## config.mk

```make
export PLATFORM = sky130hd
export DESIGN_NAME = mem_port_arbiter
export DESIGN_NICKNAME = d
export VERILOG_FILES = /design/src/rtl/mem_pkg.sv /design/src/rtl/mem_rsp_slot.sv /design/src/rtl/mem_port_arbiter.sv
export SDC_FILE = /design/constraint.sdc
export NUM_CORES = 1
export LEC_CHECK = 0
export ABC_CLOCK_PERIOD_IN_PS = 2700
export CAP_MARGIN = 30
export CORE_MARGIN = 4
export CORE_UTILIZATION = 35
export CTS_BUF_LIST = sky130_fd_sc_hd__clkbuf_16
export CTS_CLUSTER_DIAMETER = 200
export DETAILED_ROUTE_END_ITERATION = 6
export PLACE_DENSITY = 0.81
export SLEW_MARGIN = 20
export SYNTH_ARGS = -nofsm -noshare
export SYNTH_HDL_FRONTEND = slang
export SYNTH_SLANG_ARGS = --single-unit
```

## constraint.sdc

```tcl
create_clock -name clk -period 2.7 [get_ports clk]
set_clock_uncertainty 0.15 [all_clocks]
set_input_delay 0.405 -clock clk [delete_from_list [all_inputs] [get_ports clk]]
set_output_delay 0.405 -clock clk [all_outputs]
set_load 0.01 [all_outputs]
```

## src/rtl/mem_pkg.sv

```systemverilog
// Shared types and helpers for the IF / load-store memory port arbiter.
package mem_pkg;

    typedef enum logic {
        REQ_IF = 1'b0,
        REQ_D  = 1'b1
    } req_id_e;

    localparam logic [31:0] NOP_WORD          = 32'h00000013;
    localparam int          MEM_BYTES_DEFAULT = 1024;

    typedef struct packed {
        logic        valid;
        logic [31:0] data;
        logic        err;
    } rsp_t;

    // A store of zero would silently be dropped by the memory, so it is refused up front.
    function automatic logic req_bad(
        input logic [31:0] addr,
        input logic        we,
        input logic [31:0] wdata,
        input logic [31:0] mem_bytes
    );
        return (addr[1:0] != 2'b00) || (addr >= mem_bytes) || (we && (wdata == 32'd0));
    endfunction

endpackage

```

## src/rtl/mem_rsp_slot.sv

```systemverilog
// One requester's response register: loads on accept, holds until the consumer drains it.
module mem_rsp_slot
    import mem_pkg::*;
(
    input  logic        clk,
    input  logic        reset,
    input  logic        load,
    input  logic [31:0] load_data,
    input  logic        load_err,
    input  logic        rsp_ready,
    output rsp_t        rsp,
    output logic        free
);

    rsp_t rsp_reg;

    always_ff @(posedge clk or posedge reset) begin
        if (reset) begin
            rsp_reg <= '0;
        end else if (load) begin
            rsp_reg.valid <= 1'b1;
            rsp_reg.data  <= load_data;
            rsp_reg.err   <= load_err;
        end else if (rsp_ready) begin
            rsp_reg.valid <= 1'b0;
        end
    end

    assign rsp  = rsp_reg;
    // A draining slot may be refilled in the same cycle, so back-to-back accepts see no bubble.
    assign free = !rsp_reg.valid || rsp_ready;

endmodule

```

## src/rtl/mem_port_arbiter.sv

```systemverilog
// Arbitrates the single-ported main memory between instruction fetch and load/store,
// with a round-robin tie-break and a bound on fetch starvation.
module mem_port_arbiter
    import mem_pkg::*;
#(
    parameter int MEM_BYTES    = MEM_BYTES_DEFAULT,
    parameter int STARVE_LIMIT = 4,
    parameter int RESET_PRIO_D = 1
) (
    input  logic        clk,
    input  logic        reset,
    input  logic        if_req_valid,
    output logic        if_req_ready,
    input  logic [31:0] if_req_addr,
    output logic        if_rsp_valid,
    input  logic        if_rsp_ready,
    output logic [31:0] if_rsp_data,
    output logic        if_rsp_err,
    input  logic        d_req_valid,
    output logic        d_req_ready,
    input  logic        d_req_we,
    input  logic [31:0] d_req_addr,
    input  logic [31:0] d_req_wdata,
    output logic        d_rsp_valid,
    input  logic        d_rsp_ready,
    output logic [31:0] d_rsp_data,
    output logic        d_rsp_err,
    output logic        mem_en,
    output logic [31:0] mem_addr,
    output logic [31:0] mem_data_in,
    input  logic [31:0] mem_data_out
);

    localparam logic [31:0] MEM_LIMIT  = 32'(MEM_BYTES);
    localparam logic [3:0]  STARVE_LIM = 4'(STARVE_LIMIT);
    localparam req_id_e     PRIO_INIT  = (RESET_PRIO_D != 0) ? REQ_D : REQ_IF;

    rsp_t        if_rsp;
    rsp_t        d_rsp;
    logic        if_free;
    logic        d_free;
    logic        if_elig;
    logic        d_elig;
    logic        contested;
    logic        grant_if;
    logic        grant_d;
    logic [31:0] sel_addr;
    logic        sel_we;
    logic [31:0] sel_wdata;
    logic        acc_any;
    logic        acc_bad;
    logic        acc_good;
    logic [31:0] load_data;

    logic [3:0]  starve_cnt_reg;
    logic [3:0]  starve_cnt_next;
    req_id_e     prio_reg;
    req_id_e     prio_next;

    // Nothing is granted while reset is held so the memory stays idle.
    assign if_elig   = if_req_valid && if_free && !reset;
    assign d_elig    = d_req_valid  && d_free  && !reset;
    assign contested = if_elig && d_elig;

    always_comb begin
        grant_if = 1'b0;
        grant_d  = 1'b0;
        if (contested) begin
            if (starve_cnt_reg >= STARVE_LIM) begin
                grant_if = 1'b1;
            end else if (prio_reg == REQ_D) begin
                grant_d = 1'b1;
            end else begin
                grant_if = 1'b1;
            end
        end else begin
            grant_if = if_elig;
            grant_d  = d_elig;
        end
    end

    assign if_req_ready = grant_if;
    assign d_req_ready  = grant_d;

    assign sel_addr  = grant_d ? d_req_addr : if_req_addr;
    assign sel_we    = grant_d && d_req_we;
    assign sel_wdata = grant_d ? d_req_wdata : 32'd0;
    assign acc_any   = grant_if || grant_d;
    assign acc_bad   = acc_any && req_bad(sel_addr, sel_we, sel_wdata, MEM_LIMIT);
    assign acc_good  = acc_any && !acc_bad;

    assign mem_en      = acc_good;
    assign mem_addr    = acc_good ? sel_addr : 32'd0;
    assign mem_data_in = (acc_good && sel_we) ? sel_wdata : 32'd0;
    assign load_data   = (acc_good && !sel_we) ? mem_data_out : 32'd0;

    always_comb begin
        starve_cnt_next = starve_cnt_reg;
        prio_next       = prio_reg;
        if (grant_if) begin
            starve_cnt_next = 4'd0;
        end else if (if_elig && grant_d && (starve_cnt_reg != 4'hF)) begin
            starve_cnt_next = starve_cnt_reg + 4'd1;
        end
        if (contested) begin
            prio_next = grant_d ? REQ_IF : REQ_D;
        end
    end

    always_ff @(posedge clk or posedge reset) begin
        if (reset) begin
            starve_cnt_reg <= 4'd0;
            prio_reg       <= PRIO_INIT;
        end else begin
            starve_cnt_reg <= starve_cnt_next;
            prio_reg       <= prio_next;
        end
    end

    mem_rsp_slot u_if_slot (
        .clk       (clk),
        .reset     (reset),
        .load      (grant_if),
        .load_data (load_data),
        .load_err  (acc_bad),
        .rsp_ready (if_rsp_ready),
        .rsp       (if_rsp),
        .free      (if_free)
    );

    mem_rsp_slot u_d_slot (
        .clk       (clk),
        .reset     (reset),
        .load      (grant_d),
        .load_data (load_data),
        .load_err  (acc_bad),
        .rsp_ready (d_rsp_ready),
        .rsp       (d_rsp),
        .free      (d_free)
    );

    assign if_rsp_valid = if_rsp.valid;
    assign if_rsp_data  = if_rsp.data;
    assign if_rsp_err   = if_rsp.err;
    assign d_rsp_valid  = d_rsp.valid;
    assign d_rsp_data   = d_rsp.data;
    assign d_rsp_err    = d_rsp.err;

endmodule

```

==> impl_metrics.ini, run 1 <==
[floorplanning]
start_util = 0.3643
ioPinCount = 270
dieWidth_um = 112.4
die_h_um = 112.4
core_um2 = 10460
rows = 37
die_area_um2 = 12620

[sta]
hold_violations = 0
worst_slack_ns = -0.6610
fin_setup_tns_ns = -22.40
timing.final.crit_share = 1.245
rsz0062_at_grt = yes
fmax_ghz = 0.2975
drv_slew = 0
layout_min_cycle_time_ns = 3.361
setup-violations-final = 41
worst_pin_slew_ns = 0.5093
holdWs_ns = 0.1526
relSlewSlack = 0.6600

[worst_setup_path]
cp_common_cell = buf_6
rr_endpoint = u_d_slot.rsp[32]
cp.arrival_ns = 2.81
crit_path_end_kind = output pin
crit_type = flop to output pin
worst-path-max-fanout = 7
cp-start-kind = flop
slowest_stage = dfstp_2
regToRegStartpoint = u_if_slot.rsp[33]
reg2reg_depth = 9
crit_required_ns = 2.14
path_cells = nor3b_4, o311ai_4, or3_4, a2111oi_4, buf_4, buf_16, buf_6, and2_4, buf_6
r2r_slack_ns = 0.07
cp_slowest_stage_delay_ns = 0.53

[finish]
multi_input_area_um2 = 1841
drive_above_1_share = 0.2865
nNetsFinal = 822
regArea_um2 = 1828
finalNonFillerCells = 828
synthToLayoutAreaGrowth_pct = 94.22
final_util = 0.7075
nFillCells = 744

[placed_design]
finalWeightedCongestion = 0.9468
dp.cells = 786
port_buffers = 245
hpwlAfterDp_um = 12340

[global_route]
grt_antenna_before_repair = 1
globalRouteTotalUtil = 0.2467
grt_max_degree = 40
grt_pass1_wl_um = 24480
grt_pass1_vias = 4312
overflow = 0

[status]
violations = setup timing
status = finished, violations left

[power_and_ir_drop]
pwr_density_cell_nw_per_um2 = 359.5
clock_power_share = 0.398
power.switching_uw = 654.2
total_leakage_power_uw = 0.003356
ir_drop_mv = 0.3504
p_comb_frac = 0.182
p_seq_frac = 0.420
switching_share = 0.2459
intPower_uw = 2007

[logic_synthesis]
ys_top_cells_by_area = dfrtp_1, a22o_1, and2_1
yosysWarningCount = 0
postSynthRegisterBits = 73
yosysUniqueCellTypes = 41
syn_inst = 376
synth_top_area_share = 0.4728
syn_avg_cell_area_um2 = 10.14
synthArstFlopShare = 1.000
yosysTopAreaCell = dfrtp_1
yosysSeqAreaShare = 0.4796
synth_edf_count = 0
synth.cell_area_um2 = 3811
synthFlopType = dfrtp_1

[clocking]
cts_hold_buf = 0
h-tree-depth = 3
path_clk_slew_ns = 0.06
max-clock-path-buffers = 2
cts_buffers = 9
cts.sink_count = 73
tritoncts = yes
cts_root_buffer = clkbuf_16
clk_latency_ns = 0.32

[detailed_routing]
drc = 0
antenna_violating_nets_post_route = 0
vias_per_cell = 5.063
wl_per_cell_um = 20.76
dr.pass1.iters = 4
num_vias = 4192
drt-total-wl_um = 17190
dr.first_iter.drc_count = 224

[flow_run]
cap_violations = 0

[worst_hold_path]
hold_path.class = input pin to asynchronous set/reset pin
## Yosys cell counts, types with 10 or more instances
cell type and n:
a22o_1 32, buf_6 12, mux2i_1 10, buf_4 24, nor2_1 10, nand2_1 43
nand3_1 37, dfrtp_1 72, clkbuf_1 12, nor4_1 13, o21ai_0 33, and2_1 33
## cell usage in the layout (no fill, tap or decap), types with 2 or more instances in the layout
cell / netlist / final
a22o_1: 32 / 32
and2_1: 33 / 2
and2_4: 0 / 31
buf_12: 0 / 7
buf_2: 0 / 10
buf_4: 24 / 59
buf_6: 12 / 39
buf_8: 0 / 2
clkbuf_16: 0 / 12
clkdlybuf4s50_1: 0 / 192
clkinvlp_4: 0 / 4
conb_1: 1 / 24
dfrtp_1: 72 / 72
dlymetal6s2s_1: 0 / 12
inv_2: 1 / 2
mux2i_1: 10 / 9
nand2_1: 43 / 42
nand2b_1: 2 / 2
nand3_1: 37 / 37
nand4_1: 4 / 4
nor2_1: 10 / 9
nor3_1: 2 / 2
nor3_2: 8 / 6
nor3_4: 0 / 2
nor4_1: 13 / 9
nor4_2: 1 / 5
o21ai_0: 33 / 31
o21ai_1: 1 / 2
o22a_1: 2 / 2
or4_1: 2 / 2
## worst max-delay path, delay by kind of cell (launching register included)
family	cells	cell delay, ns
AND/OR/NAND/NOR	3	0.82
AO/OA/AOI/OAI	2	0.59
flip-flops	1	0.53
buffers and inverters	4	0.55
## metrics by stage
step           area, um^2  power (uW)  setup slack [ns]
2_1_floorplan        3897        1298           0.07302
3_3_place_gp         6619        1589           -0.9344
6_report             7402        2661           -0.6610
4_1_cts              7015        2661           -0.7534
3_5_place_dp         6619        1594           -0.9669
5_1_grt              7402        2766           -0.7362
## how the worst max path moves through the flow
stage	start	to	slack, ns	depth (start not counted)
2_1_floorplan	prio_reg	mem_data_in[10]	0.07	8
3_3_place_gp	d_req_addr[22]	mem_data_in[4]	-0.93	8
3_5_place_dp	reset	mem_data_in[4]	-0.97	10
4_1_cts	prio_reg	mem_data_in[4]	-0.75	9
5_1_grt	prio_reg	mem_data_in[18]	-0.74	9
6_report	prio_reg	mem_data_in[24]	-0.66	9
## power by group through the flow
stage                     combinational [uW]  clock [uW]  sequential, uW
final                                    484        1060            1120
after global routing                     514        1130            1120
after CTS                                467        1080            1120
after detailed placement                 457           0            1140
after global placement                   452           0            1140
after floorplan                          160           0            1140
## routing by layer
| metal | track usage | vias up | wire [um] |
|---|---|---|---|
| met5 | 0 | - | 0 |
| met4 | 0.05849 | 0 | 429 |
| met3 | 0.07385 | 25 | 1358 |
| met2 | 0.4072 | 198 | 8352 |
| met1 | 0.3196 | 2060 | 7047 |
| li1 | - | 1909 | - |
## cells by family after synthesis
group	after synthesis	synth area share
AO/OA/AOI/OAI	72	0.1418
flip-flops	73	0.4796
XOR/XNOR	1	0.002299
buffers and inverters	52	0.09849
adder cells (fa/ha/maj)	1	0.003282
other	1	0.0009840
AND/OR/NAND/NOR	165	0.2433
multiplexers	11	0.03020
## timing repair
item / in CTS / in global routing
hold endpoints to repair: 0 / 0
buffers inserted: 8 / 15
setup endpoints to repair: 96 / 100
gates cloned: 2 / 2
pin swaps: 14 / 30
gates resized for setup: 181 / 99
## cell type report
type | instances | area share
Antenna cell | 1 | 0.0003381
Clock buffer | 9 | 0.03043
Multi-Input combinational cell | 274 | 0.2486
Tap cell | 136 | 0.02299
Timing Repair Buffer | 325 | 0.4427
Sequential cell | 73 | 0.2470
Inverter | 3 | 0.001521
Clock inverter | 7 | 0.006423
Power figures use the tool's default switching activity.
==> run 2, diff against run 1 <==
--- a/config.mk
+++ b/config.mk
@@ -5,14 +5,14 @@
 export SDC_FILE = /design/constraint.sdc
 export NUM_CORES = 1
 export LEC_CHECK = 0
-export ABC_CLOCK_PERIOD_IN_PS = 2700
 export CAP_MARGIN = 30
-export CORE_MARGIN = 4
+export CORE_MARGIN = 10
 export CORE_UTILIZATION = 35
 export CTS_BUF_LIST = sky130_fd_sc_hd__clkbuf_16
 export CTS_CLUSTER_DIAMETER = 200
 export DETAILED_ROUTE_END_ITERATION = 6
 export PLACE_DENSITY = 0.81
+export RECOVER_POWER = 100
 export SLEW_MARGIN = 20
 export SYNTH_ARGS = -nofsm -noshare
 export SYNTH_HDL_FRONTEND = slang
==> run 2 against run 1 <==
The flow finishes with violations (capacitance limit, slew limit, setup timing). Total power is 7.3% higher. Register-to-register slack about the same. Sequential power about the same. Critical path depth unchanged. Sequential share of layout area up 0.95 points. Critical path type unchanged. Clock power grew 21%. Fmax is 0.84% higher. Via count decreased by 3.5%. Final cell count down 0.85%. Combinational power fell by 4.3%. Worst hold slack improved by 0.18 ns.
==> impl_metrics.ini, run 2 (synthesized netlist as in run 1, its figures left out) <==
[status]
status = finished, violations left
violations = capacitance limit, slew limit, setup timing

[power_and_ir_drop]
intPower_uw = 2198
p_comb_frac = 0.162
ir_drop_mv = 0.3502
total_leakage_power_uw = 0.003424
power.switching_uw = 657.7
clock_power_share = 0.447
total_power_uw = 2856
switching_share = 0.2303
p_seq_frac = 0.391
pwr_density_cell_nw_per_um2 = 400.8

[sta]
worst_slack_ns = -0.6329
layout_min_cycle_time_ns = 3.333
fmax_ghz = 0.3000
setup-violations-final = 41
relSlewSlack = -0.1840
hold_violations = 0
worst_pin_slew_ns = 1.776
drv_slew = 74
fin_setup_tns_ns = -21.26
rsz0062_at_grt = yes
timing.final.crit_share = 1.234

[global_route]
overflow = 0
globalRouteTotalUtil = 0.2135
grt_antenna_before_repair = 4
grt_pass1_wl_um = 26430
grt_max_degree = 74
grt_pass1_vias = 4196

[detailed_routing]
num_vias = 4047
vias_per_cell = 4.929
drt-total-wl_um = 17390
wl_met3_um = 1369
highest_layer = met5
dr.first_iter.drc_count = 317
antenna_violating_nets_post_route = 0
dr.pass1.iters = 4
wl_per_cell_um = 21.18
wl_met1_um = 6806
drc = 0
wl_met2_um = 8982

[flow_run]
cap_violations = 1

[clocking]
cts_root_buffer = clkbuf_16
path_clk_slew_ns = 0.06
h-tree-depth = 3
tritoncts = yes
cts_buffers = 9
cts_hold_buf = 0
max-clock-path-buffers = 2
clk_latency_ns = 0.32
cts.sink_count = 73

[floorplanning]
ioPinCount = 270
rows = 38
start_util = 0.3547
die_area_um2 = 15460
dieWidth_um = 124.4
core_um2 = 10750
die_h_um = 124.4

[worst_setup_path]
crit_type = flop to output pin
crit_path_end_kind = output pin
crit_required_ns = 2.14
reg2reg_depth = 8
cp.arrival_ns = 2.78
worst-path-max-fanout = 6
cp-start-kind = flop

[finish]
final_util = 0.6633
final_cell_area_um2 = 7127
nNetsFinal = 809
layout_commonest_cell = clkdlybuf4s50_1
final_cell_mix = clkdlybuf4s50_1, dfrtp_1, dlygate4sd3_1, buf_4, nand2_1
synthToLayoutAreaGrowth_pct = 87.00
drive_above_1_share = 0.2493

[placed_design]
finalWeightedCongestion = 0.9636
dp_slack_ns = -0.9792
port_buffers = 245
placed_area_um2 = 6594
hpwlAfterDp_um = 13790

[worst_hold_path]
hold_path_depth = 2
hold_path.class = flop to flop
==> run 2: cell types whose count changed in the layout (fill, tap and decap cells not counted), moves of 4 or more <==
cell             delta
clkinvlp_4          -4
and2_1             +11
clkdlybuf4s50_1    -64
dlymetal6s2s_1      -8
o21ai_0            -13
and2_4             -11
dlygate4sd3_1      +68
o21ai_1            +13
buf_4              -14
buf_6               -7
buf_2              +10
buf_12              -4
==> run 2: stage by stage <==
stage | hold WS [ns] | std cells
final | 0.3299 | 821
after floorplan | 0.3083 | 399
after CTS | 0.3345 | 816
after detailed placement | 0.3216 | 786
after global routing | 0.3394 | 819
after global placement | 0.3145 | 786
==> run 2: final cells by class <==
| class | count | area (um^2) |
|---|---|---|
| fillers | 876 | 3618 |
| repair buffers | 312 | 2983 |
| flip-flops and latches | 73 | 1828 |
| multi-input cells | 274 | 1797 |
| clock buffers | 9 | 225.2 |
| well taps | 140 | 175.2 |
| clock inverters | 7 | 100.1 |
| inverters | 3 | 11.26 |
| diodes | 3 | 7.507 |
==> run 2: timing repair <==
| action | in CTS | in global routing |
|---|---|---|
| buffers inserted | 14 | 4 |
| cloned | 1 | 0 |
| pin swaps | 17 | 9 |
| resized for setup | 223 | 41 |
| endpoints found under the hold margin | 0 | 0 |
| setup endpoints to repair | 109 | 108 |
==> run 2: power groups by stage <==
stage / sequential [uW] / clock, uW / combinational, uW
3_3_place_gp: 1140 / 0 / 440
2_1_floorplan: 1140 / 0 / 160
6_report: 1120 / 1280 / 463
5_1_grt: 1120 / 1350 / 501
3_5_place_dp: 1140 / 0 / 445
4_1_cts: 1120 / 1300 / 459
==> run 2: worst max-delay path, cell delays in order (launching register included) <==
cell	delay [ns]
dfstp_2	0.53
nor3b_4	0.25
o311ai_4	0.18
or3_4	0.42
buf_4	0.15
a211o_4	0.36
buf_6	0.15
buf_6	0.11
nor3_2	0.16
buf_2	0.16
==> run 2: per-layer routing <==
metal	vias up	global-route usage
li1	1904	-
met1	1973	0.2470
met2	152	0.3629
met3	16	0.08383
met4	2	0.04729
met5	-	0
==> run 2: worst paths after layout <==
| path | startpoint | end | slack [ns] |
|---|---|---|---|
| max | prio_reg | mem_addr[3] | -0.63 |
| min | u_if_slot.rsp[30] | u_if_slot.rsp[30] | 0.33 |
| max reg2reg | prio_reg | u_if_slot.rsp[0] | 0.06 |
| min reg2reg | u_if_slot.rsp[30] | u_if_slot.rsp[30] | 0.33 |
| max in group asynchronous | reset | u_if_slot.rsp[26] | 0.48 |
| min in group asynchronous | reset | u_if_slot.rsp[33] | 0.88 |
==> run 3, diff against run 2 <==
--- a/config.mk
+++ b/config.mk
@@ -11,6 +11,7 @@
 export CTS_BUF_LIST = sky130_fd_sc_hd__clkbuf_16
 export CTS_CLUSTER_DIAMETER = 200
 export DETAILED_ROUTE_END_ITERATION = 6
+export MAX_ROUTING_LAYER = met4
 export PLACE_DENSITY = 0.81
 export RECOVER_POWER = 100
 export SLEW_MARGIN = 20
==> run 3 against run 2 <==
The flow finishes with violations (setup timing). Count of clock-buffer cells in the layout stayed put. Largest cell class unchanged. Critical path type unchanged. Flip-flop and latch count stayed put. Highest routed layer is now met4. Combinational power is 0.9% higher.
==> impl_metrics.ini, run 3 (synthesized netlist as in run 1, its figures left out) <==
[global_route]
grt_pass1_wl_um = 27530
gr-max-usage-layer = met2
met3_usage = 0.08426
grt_pass1_vias = 4306
grt_util_met1 = 0.2545
globalRouteTotalUtil = 0.2354
grt_antenna_before_repair = 4
overflow = 0
grt_max_degree = 37
grtUsageMet2 = 0.4063

[sta]
hold_violations = 0
drv_slew = 0
relSlewSlack = 0.1851
worst_slack_ns = -0.6086
timing.final.crit_share = 1.225
setup-violations-final = 74
layout_min_cycle_time_ns = 3.309
rsz0062_at_grt = yes
fmax_ghz = 0.3022
holdWs_ns = 0.2887
worst_pin_slew_ns = 1.222

[detailed_routing]
dr.first_iter.drc_count = 412
antenna_violating_nets_post_route = 0
drt-total-wl_um = 19440
vias_per_cell = 4.921
dr.pass1.iters = 4
wl_per_cell_um = 23.25
num_vias = 4114
drc = 0

[finish]
synthToLayoutAreaGrowth_pct = 92.06
drive_above_1_share = 0.2894
nNetsFinal = 823
layout_commonest_cell = clkdlybuf4s50_1
final_cell_area_um2 = 7320
final_cell_mix = clkdlybuf4s50_1, dfrtp_1, buf_4, nand2_1, nand3_1
nFillCells = 843

[worst_setup_path]
rr_endpoint = u_d_slot.rsp[22]
critPathBufInv = 4
regToRegStartpoint = prio_reg
crit_path_end_kind = output pin
crit_type = flop to output pin
crit_required_ns = 2.14
crit_family = simple AND/OR/NAND/NOR gates
r2r_slack_ns = -0.19
reg2reg_depth = 12
path_cells = nor3b_4, o311ai_4, or3_4, a2111oi_4, buf_4, clkbuf_16, buf_8, and2_4, buf_6
worst-path-max-fanout = 7
cp-start-kind = flop
cp.arrival_ns = 2.75
slowest_stage = dfstp_2
cp_slowest_stage_delay_ns = 0.53

[floorplanning]
die_area_um2 = 15460
ioPinCount = 270
dieWidth_um = 124.4
start_util = 0.3547
core_um2 = 10750
rows = 38
die_h_um = 124.4

[placed_design]
hpwlAfterDp_um = 14840
finalWeightedCongestion = 0.9267
placed_area_um2 = 6571
port_buffers = 245

[clocking]
cts_buffers = 9
h-tree-depth = 3
cts_hold_buf = 0
tritoncts = yes
path_clk_slew_ns = 0.05
cts.sink_count = 73
cts_root_buffer = clkbuf_16
clk_latency_ns = 0.32
max-clock-path-buffers = 2

[power_and_ir_drop]
total_leakage_power_uw = 0.003265
ir_drop_mv = 0.2626
pwr_density_cell_nw_per_um2 = 371.3

[worst_hold_path]
hold_path.class = input pin to asynchronous set/reset pin

[flow_run]
cap_violations = 0

[status]
violations = setup timing
status = finished, violations left
run 3: how the worst max path moves through the flow:
stage,start,to,slack [ns],cells past startpoint
global route,prio_reg,mem_data_in[24],-0.67,9
global placement,d_req_addr[22],mem_data_in[5],-0.99,8
floorplan,prio_reg,mem_data_in[10],0.07,8
CTS,prio_reg,mem_data_in[6],-0.57,8
detailed placement,d_req_addr[22],mem_data_in[3],-0.96,8
finish,prio_reg,mem_data_in[6],-0.61,9
run 3: stage by stage:
| step | setup WS (ns) | total power, uW | TNS (ns) | util | std cells |
|---|---|---|---|---|---|
| after floorplan | 0.07302 | 1298 | 0 | - | 399 |
| after global placement | -0.9899 | 1582 | -61.92 | 0.6116 | 783 |
| after detailed placement | -0.9623 | 1589 | -65.49 | 0.6116 | 783 |
| after CTS | -0.5733 | 2715 | -21.70 | 0.6574 | 817 |
| after global routing | -0.6727 | 2815 | -29.24 | 0.6810 | 835 |
| final | -0.6086 | 2718 | -24.23 | 0.6812 | 836 |
run 3: report_power, final:
| group | internal (uW) | switching [uW] |
|---|---|---|
| logic | 263 | 204 |
| registers | 1110 | 8.62 |
| clock network | 704 | 428 |
run 3: per-layer routing:
| layer | vias to the layer above | part of all wire |
|---|---|---|
| li1 | 1927 | - |
| met1 | 2003 | 0.37 |
| met2 | 172 | 0.54 |
| met3 | 12 | 0.080 |
| met4 | 0 | 0.013 |
| met5 | - | 0 |
run 3: what timing repair did:
action                     CTS  global route
hold endpoints to repair     0             0
setup endpoints to repair  109            91
pin swaps                   35            28
buffers inserted            19            15
gates resized for setup    281            44
gates cloned                 4             3
run 3: cell type report:
class | count | area [um^2] | area share
flip-flops and latches | 73 | 1828 | 0.2497
diodes | 5 | 12.51 | 0.001709
clock inverters | 6 | 60.06 | 0.008205
multi-input cells | 274 | 1852 | 0.2530
inverters | 3 | 11.26 | 0.001538
repair buffers | 326 | 3156 | 0.4311
clock buffers | 9 | 225.2 | 0.03077
well taps | 140 | 175.2 | 0.02393
run 3: worst register-to-register path, delay by kind of cell (launching register included):
kind                   cells  cell delay [ns]
multiplexers               1             0.30
AO/OA/AOI/OAI              2             0.34
buffers and inverters      7             0.92
flip-flops                 1             0.53
AND/OR/NAND/NOR            2             0.53
